## src/rtl/seg7_pkg.sv

```systemverilog
// seg7_pkg: shared segment codes, digit-select encodings and scan FSM states
package seg7_pkg;
  localparam logic [6:0] SEG_0     = 7'b0000001;
  localparam logic [6:0] SEG_1     = 7'b1001111;
  localparam logic [6:0] SEG_2     = 7'b0010010;
  localparam logic [6:0] SEG_3     = 7'b0000110;
  localparam logic [6:0] SEG_4     = 7'b1001100;
  localparam logic [6:0] SEG_5     = 7'b0100100;
  localparam logic [6:0] SEG_6     = 7'b0100000;
  localparam logic [6:0] SEG_7     = 7'b0001111;
  localparam logic [6:0] SEG_8     = 7'b0000000;
  localparam logic [6:0] SEG_9     = 7'b0000100;
  localparam logic [6:0] SEG_BLANK = 7'b1111111;
  localparam logic [2:0] SEL_ONES     = 3'b001;
  localparam logic [2:0] SEL_TENS     = 3'b010;
  localparam logic [2:0] SEL_HUNDREDS = 3'b100;
  typedef enum logic [1:0] {WAIT_ONES, GOT_ONES, GOT_TENS} state_t;
endpackage

```

## src/rtl/seg7_decode.sv

```systemverilog
// seg7_decode: maps an active-low a..g segment code to {valid, BCD digit}
module seg7_decode
  import seg7_pkg::*;
(
  input  logic [6:0] code_i,
  output logic       valid_o,
  output logic [3:0] digit_o
);
  always_comb begin
    valid_o = 1'b1;
    digit_o = 4'd0;
    case (code_i)
      SEG_0:   digit_o = 4'd0;
      SEG_1:   digit_o = 4'd1;
      SEG_2:   digit_o = 4'd2;
      SEG_3:   digit_o = 4'd3;
      SEG_4:   digit_o = 4'd4;
      SEG_5:   digit_o = 4'd5;
      SEG_6:   digit_o = 4'd6;
      SEG_7:   digit_o = 4'd7;
      SEG_8:   digit_o = 4'd8;
      SEG_9:   digit_o = 4'd9;
      default: valid_o = 1'b0;
    endcase
  end
endmodule

```

## src/rtl/seg7_scan_decoder.sv

```systemverilog
// seg7_scan_decoder: synchronizes and debounces a multiplexed 3-digit
// seven-segment scan, then assembles ones/tens/hundreds into a binary value
module seg7_scan_decoder
  import seg7_pkg::*;
#(
  parameter int STABLE_CYCLES = 4
) (
  input  logic       sysclk,
  input  logic       rst,
  input  logic [6:0] seg_data,
  input  logic [2:0] seg_select,
  output logic [9:0] value,
  output logic [3:0] ones,
  output logic [3:0] tens,
  output logic [3:0] hundreds,
  output logic       frame_valid,
  output logic       value_changed,
  output logic       code_error,
  output logic       select_error
);
  localparam logic [7:0] LAST = 8'(STABLE_CYCLES - 1);
  localparam logic [7:0] FULL = 8'(STABLE_CYCLES);
  logic [9:0] sync1_q, sync2_q, prev_q;
  logic [7:0] cnt_q, cnt_d;
  logic       eq, accept, sel_ok, dig_valid;
  logic [2:0] sel;
  logic [3:0] dig;
  logic [9:0] new_value;
  state_t     state_q;
  logic [3:0] ones_q, tens_q, ones_out_q, tens_out_q, hundreds_q;
  logic [9:0] value_q;
  logic       frame_valid_q, value_changed_q, code_error_q, select_error_q;
  // Counter saturates at FULL so a held pair is accepted exactly once.
  assign eq     = sync2_q == prev_q;
  assign cnt_d  = !eq ? 8'd0 : (cnt_q == FULL ? cnt_q : cnt_q + 8'd1);
  assign accept = eq && cnt_q == LAST;
  assign sel    = sync2_q[9:7];
  assign sel_ok = sel == SEL_ONES || sel == SEL_TENS || sel == SEL_HUNDREDS;
  assign new_value = {6'd0, dig} * 10'd100 + {6'd0, tens_q} * 10'd10 + {6'd0, ones_q};
  seg7_decode u_decode (
    .code_i  (sync2_q[6:0]),
    .valid_o (dig_valid),
    .digit_o (dig)
  );
  always_ff @(posedge sysclk or posedge rst) begin
    if (rst) begin
      sync1_q <= '0;
      sync2_q <= '0;
      prev_q  <= '0;
      cnt_q   <= '0;
    end else begin
      sync1_q <= {seg_select, seg_data};
      sync2_q <= sync1_q;
      prev_q  <= sync2_q;
      cnt_q   <= cnt_d;
    end
  end
  always_ff @(posedge sysclk or posedge rst) begin
    if (rst) begin
      state_q         <= WAIT_ONES;
      ones_q          <= '0;
      tens_q          <= '0;
      ones_out_q      <= '0;
      tens_out_q      <= '0;
      hundreds_q      <= '0;
      value_q         <= '0;
      frame_valid_q   <= 1'b0;
      value_changed_q <= 1'b0;
      code_error_q    <= 1'b0;
      select_error_q  <= 1'b0;
    end else begin
      frame_valid_q   <= 1'b0;
      value_changed_q <= 1'b0;
      code_error_q    <= 1'b0;
      select_error_q  <= 1'b0;
      if (accept) begin
        if (!dig_valid || !sel_ok) begin
          code_error_q   <= !dig_valid;
          select_error_q <= !sel_ok;
          state_q        <= WAIT_ONES;
        end else if (sel == SEL_ONES) begin
          ones_q  <= dig;
          state_q <= GOT_ONES;
        end else if (sel == SEL_TENS && state_q == GOT_ONES) begin
          tens_q  <= dig;
          state_q <= GOT_TENS;
        end else if (sel == SEL_HUNDREDS && state_q == GOT_TENS) begin
          value_q         <= new_value;
          hundreds_q      <= dig;
          tens_out_q      <= tens_q;
          ones_out_q      <= ones_q;
          frame_valid_q   <= 1'b1;
          value_changed_q <= new_value != value_q;
          state_q         <= WAIT_ONES;
        end else begin
          state_q <= WAIT_ONES;
        end
      end
    end
  end
  assign value         = value_q;
  assign ones          = ones_out_q;
  assign tens          = tens_out_q;
  assign hundreds      = hundreds_q;
  assign frame_valid   = frame_valid_q;
  assign value_changed = value_changed_q;
  assign code_error    = code_error_q;
  assign select_error  = select_error_q;
endmodule

```

## config.mk

```make
export PLATFORM = sky130hd
export DESIGN_NAME = seg7_scan_decoder
export DESIGN_NICKNAME = d
export VERILOG_FILES = /design/src/rtl/seg7_pkg.sv /design/src/rtl/seg7_decode.sv /design/src/rtl/seg7_scan_decoder.sv
export SDC_FILE = /design/constraint.sdc
export NUM_CORES = 1
export LEC_CHECK = 0
export CAP_MARGIN = 5
export CORE_UTILIZATION = 30
export DETAILED_ROUTE_END_ITERATION = 8
export GPL_TIMING_DRIVEN = 0
export PLACE_DENSITY = 0.5
export SETUP_SLACK_MARGIN = 0.3
export SYNTH_ARGS = -nofsm -noshare
export SYNTH_HDL_FRONTEND = slang
export SYNTH_HIERARCHICAL = 1
export SYNTH_SLANG_ARGS = --single-unit
```

## constraint.sdc

```tcl
create_clock -name sysclk -period 7 [get_ports sysclk]
set_clock_uncertainty 0.1 [all_clocks]
set_input_delay 1.4 -clock sysclk [delete_from_list [all_inputs] [get_ports sysclk]]
set_output_delay 1.4 -clock sysclk [all_outputs]
set_load 0.03 [all_outputs]
```

==> results.txt <==
In this run, post-CTS repair resized a total of 0 instances. The cell type with the highest occurrence count on the critical path is ha_1. The number of buffers between clock root and the deepest sink is 2. The fraction of layout cells with a size suffix above 1 came out at a little under a fifth. The initialized floorplan defines 40 standard-cell rows. The count of clock tree sinks came out at between 70 and 80. The signal on the critical path passes through nand3_1, o21a_1, o41ai_2, ha_1, ha_1, inv_1, fa_1, inv_1, ha_1, ha_1, or3_1, o31ai_2, xnor3_1, o41a_1. The count of cells in the finished layout, fillers not included, comes to around 520. The count of max-cap constraint violations came out at 0. After synthesis, flip-flops and latches occupy roughly 48% of the total area. The count of cells along the worst hold path is 0. The worst setup path is of the reg2reg kind.

For this run, design rule violations remaining after detail routing come to 0. The flip-flop and latch area is approximately 1800 sq um. Measured in cells, the most critical reg-to-reg path has a length of 14.

Among all flip-flop cells after synthesis, the most frequent one is dfrtp_1. The count of mapped cells out of synthesis is about 300. The via density per instance came out at roughly 4.5. After routing, the total negative slack on setup checks comes to 0 ns. The pre-CTS setup slack is a little over 2 ns. The final critical-path share of the clock period came out at between 70% and 80%. The maximum resistive drop on vdd is between 0.00009 and 0.0001 V.

The number of antenna violations at the first check in global routing came to 0. The synthesized area per cell is roughly 13 sq um. The reg-to-reg endpoint is value_changed$_DFF_PP0_. The final-report hold violation count came out at 0. Synthesis inferred 73 register bits. The cell sitting at the root of the clock tree is a clkbuf_16.

After detailed placement, the design holds a cell count of between 500 and 600. The classification of the worst-slack hold path is reg2reg. Of all cell types, the one taking the most synthesized area is dfrtp_1. The number of buffers inserted by post-CTS setup repair is 0. The largest net degree at the start of global routing is a little over 60. The aggregate global routing overflow came out at 0. The count of cell types in the netlist is 55. Dividing the detail-routed wire length by the instance count gives between 10 and 15 um. 0 antenna diodes ended up in the layout.

The area enclosed by the die boundary is between 10000 and 15000 sq um. Setup repair after global routing left no endpoint under its margin. The worst setup path is launched from a flip-flop. The Yosys step of the flow raised 6 warnings. The setup check on the worst reg-to-reg path leaves a slack of 2.05 ns. The cell area after synthesis came out at between 3000 and 4000 sq um. The launching point of the worst reg2reg path is sync2_q[0]$_DFF_PP0_. After synthesis, the share of flip-flops with an asynchronous set or reset is 100%. The count of pins over their slew limit came out at 0. The clock transition at the registers of the reported paths is 0.06 ns. Yosys mapped a number of flops with a built-in enable equal to 0.

The wire length of the first global-routing pass is between 10 and 15 mm. The largest fanout of any net on the critical path is 9. The cell with the largest stage delay on the worst path is o41ai_2. The wire-length estimate of the detail-placed layout is between 5 and 6 mm.

The power per unit of standard cell area came out at between 150 and 200 nW/um^2. The number of buffers created by CTS came out at 9. The largest stage delay on the critical path is roughly 0.74 ns.

Setup slack closes at roughly 2.0 ns. The measured slew at the worst slew-check pin came out at approximately 0.94 ns. The area share of the largest cell type after synthesis is 48.1%. The core box area came out at around 12000 sq um. In this run the number of H-tree levels came out at 3. The capture endpoint of the worst hold path is sync2_q[0]$_DFF_PP0_. The relative max-transition margin came out at a little over a third. The multi-input combinational cells in the finished layout cover a total of between 1500 and 2000 sq um.

The timing-limited maximum frequency is approximately 0.20 GHz. The count of hold-fix buffers inserted at cts came out at 0. In this run the remaining antenna-violating nets after routing total 0. The number of nets handed over by synthesis was between 300 and 400. The critical path arrival is between 5 and 6 ns. The width of the chip came out at roughly 110 um.

Clock latency on the worst-skew pair, taken at its later pin, is between 0.3 and 0.4 ns. The final net count is between 300 and 400. The area added between synthesis and finish came out at 23.8%. The number of global-route vias before repair came to around 2300.

The number of buffers added on ports is 37. Yosys attributes the largest share of cell area to dfrtp_1 (48%), ha_1 (8.2%), mux2_4 (6.7%). In the global route stage, overall resource usage came out at 12.4%. The initial utilization of the core area, before any placement, comes to between 30% and 40%. The die boundary height came out at 114 um.

The total iterations of the first detailed-routing run is 4. For this block, the initial DRC count from the detailed router was 50. The via count came out at 2338.

The worst hold path begins at sync1_q[0]$_DFF_PP0_. The final critical-path required period is slightly below 5 ns. TritonCTS built the clock tree. The count of final setup violators came out at 0.

For this block, the routed nets add up to between 7 and 8 mm of wire. The flow ran to the end, and the final reports show no timing, DRC or antenna violations. In this run the static leakage power is 2.13 nW. Counting the fill cells in the layout gives approximately 1200. The capturing element type of the critical path is a flip-flop.

The global placement routability congestion came out at 0.801. The number of I/O pins came out at 38. The endpoint required time on the critical path is 7.12 ns.
## final cells by class
| class | instances | area share (%) |
|---|---|---|
| Clock inverter | 7 | 1.28 |
| Multi-Input combinational cell | 207 | 39.5 |
| Buffer | 7 | 1.60 |
| Sequential cell | 73 | 38.9 |
| Timing Repair Buffer | 38 | 8.47 |
| Tap cell | 168 | 4.47 |
| Clock buffer | 9 | 4.79 |
| Inverter | 12 | 1.01 |
## routing by layer
layer,wire [um],global-route usage [%],vias up
met5,0,0,-
met4,169,6.49,0
met3,245,3.18,12
met2,3110,17.1,36
met1,3750,17.6,1124
li1,-,-,1166
## where the power goes
| group | internal (mW) | total, mW | leakage (nW) | switching (mW) |
|---|---|---|---|---|
| clock | 0.246 | 0.444 | 0.131 | 0.198 |
| sequential | 0.431 | 0.439 | 0.951 | 0.00825 |
| combinational | 0.0204 | 0.0435 | 1.05 | 0.0231 |
| total | 0.697 | 0.927 | 2.13 | 0.229 |
## flip-flops by register name (all words and copies together) (netlist names)
signal         count
ones               4
value              9
ones_q             4
frame_valid        1
prev_q            10
cnt_q              8
tens               4
hundreds           4
select_error       1
state_q            2
sync2_q           10
value_changed      1
tens_q             4
sync1_q           10
code_error         1
## cell usage after synthesis (2+ instances only)
master,number
ha_1,25
nor2b_1,3
nand2_1,6
xnor2_1,26
mux2_2,11
mux2i_1,3
buf_12,2
or3_1,3
o21a_1,2
inv_1,12
nand4_1,3
mux2_4,17
nor3_1,10
or2_2,2
o21ai_0,6
clkbuf_1,2
xor2_1,9
nor4_1,3
nand2b_1,3
fa_1,5
a21o_1,3
a21oi_1,9
nor3b_1,2
dfrtp_1,73
nor4b_1,2
o21bai_1,4
nand3_1,8
nor2_1,18
## worst max path at each step
stage / slack, ns / start / endpoint / depth (start not counted)
2_1_floorplan: 2.45 / sync2_q[0]$_DFF_PP0_ / value_changed$_DFF_PP0_ / 14
3_3_place_gp: 1.62 / sync2_q[0]$_DFF_PP0_ / value_changed$_DFF_PP0_ / 14
3_5_place_dp: 2.08 / sync2_q[0]$_DFF_PP0_ / value_changed$_DFF_PP0_ / 14
4_1_cts: 2.03 / sync2_q[0]$_DFF_PP0_ / value_changed$_DFF_PP0_ / 14
5_1_grt: 1.77 / sync2_q[0]$_DFF_PP0_ / value_changed$_DFF_PP0_ / 14
6_report: 2.05 / sync2_q[0]$_DFF_PP0_ / value_changed$_DFF_PP0_ / 14
## per-stage QoR
stage	power [mW]	hold WS (ns)	utilization [%]	area, sq um
floorplan	0.473	0.231	-	3800
global route	0.971	0.255	38.6	4700
CTS	0.943	0.249	38.6	4700
global placement	0.488	0.232	36.0	4380
finish	0.927	0.247	38.6	4700
detailed placement	0.491	0.235	36.3	4410
## logic make-up (layout without fill, tap and decap cells)
kind of cell / count (synthesis) / after routing / share of synthesized area, %
AOI/OAI and AO/OA: 33 / 33 / 5.97
xor gates and xnor gates: 36 / 36 / 8.67
buffers and inverters: 19 / 73 / 3.16
DFF: 73 / 73 / 48.1
adders and majority gates: 30 / 30 / 10.9
muxes: 31 / 31 / 10.8
and+or+nand+nor: 77 / 77 / 12.4
## layout by cell type (no fill, tap or decap), types with 2 or more instances in the layout
master and count:
a21o_1 3, a21oi_1 9, buf_12 2, clkbuf_1 2, clkbuf_16 9, clkdlybuf4s50_1 37
clkinvlp_4 3, dfrtp_1 73, fa_1 5, ha_1 25, inv_1 11, inv_6 3
mux2_2 11, mux2_4 17, mux2i_1 3, nand2_1 6, nand2b_1 3, nand3_1 8
nand4_1 3, nor2_1 18, nor2b_1 3, nor3_1 10, nor3b_1 2, nor4_1 3
nor4b_1 2, o21a_1 2, o21ai_0 6, o21bai_1 4, or2_2 2, or3_1 3
xnor2_1 26, xor2_1 9
## critical path: cells and delay by family (launching register included)
| family | cells | cell delay (ns) |
|---|---|---|
| compound gates | 4 | 1.63 |
| fa+ha+maj | 5 | 1.50 |
| flops | 1 | 0.52 |
| simple gates | 2 | 0.52 |
| xor+xnor | 1 | 0.42 |
| buf+inv | 2 | 0.14 |
No activity file was read; power rests on OpenSTA's default activity.
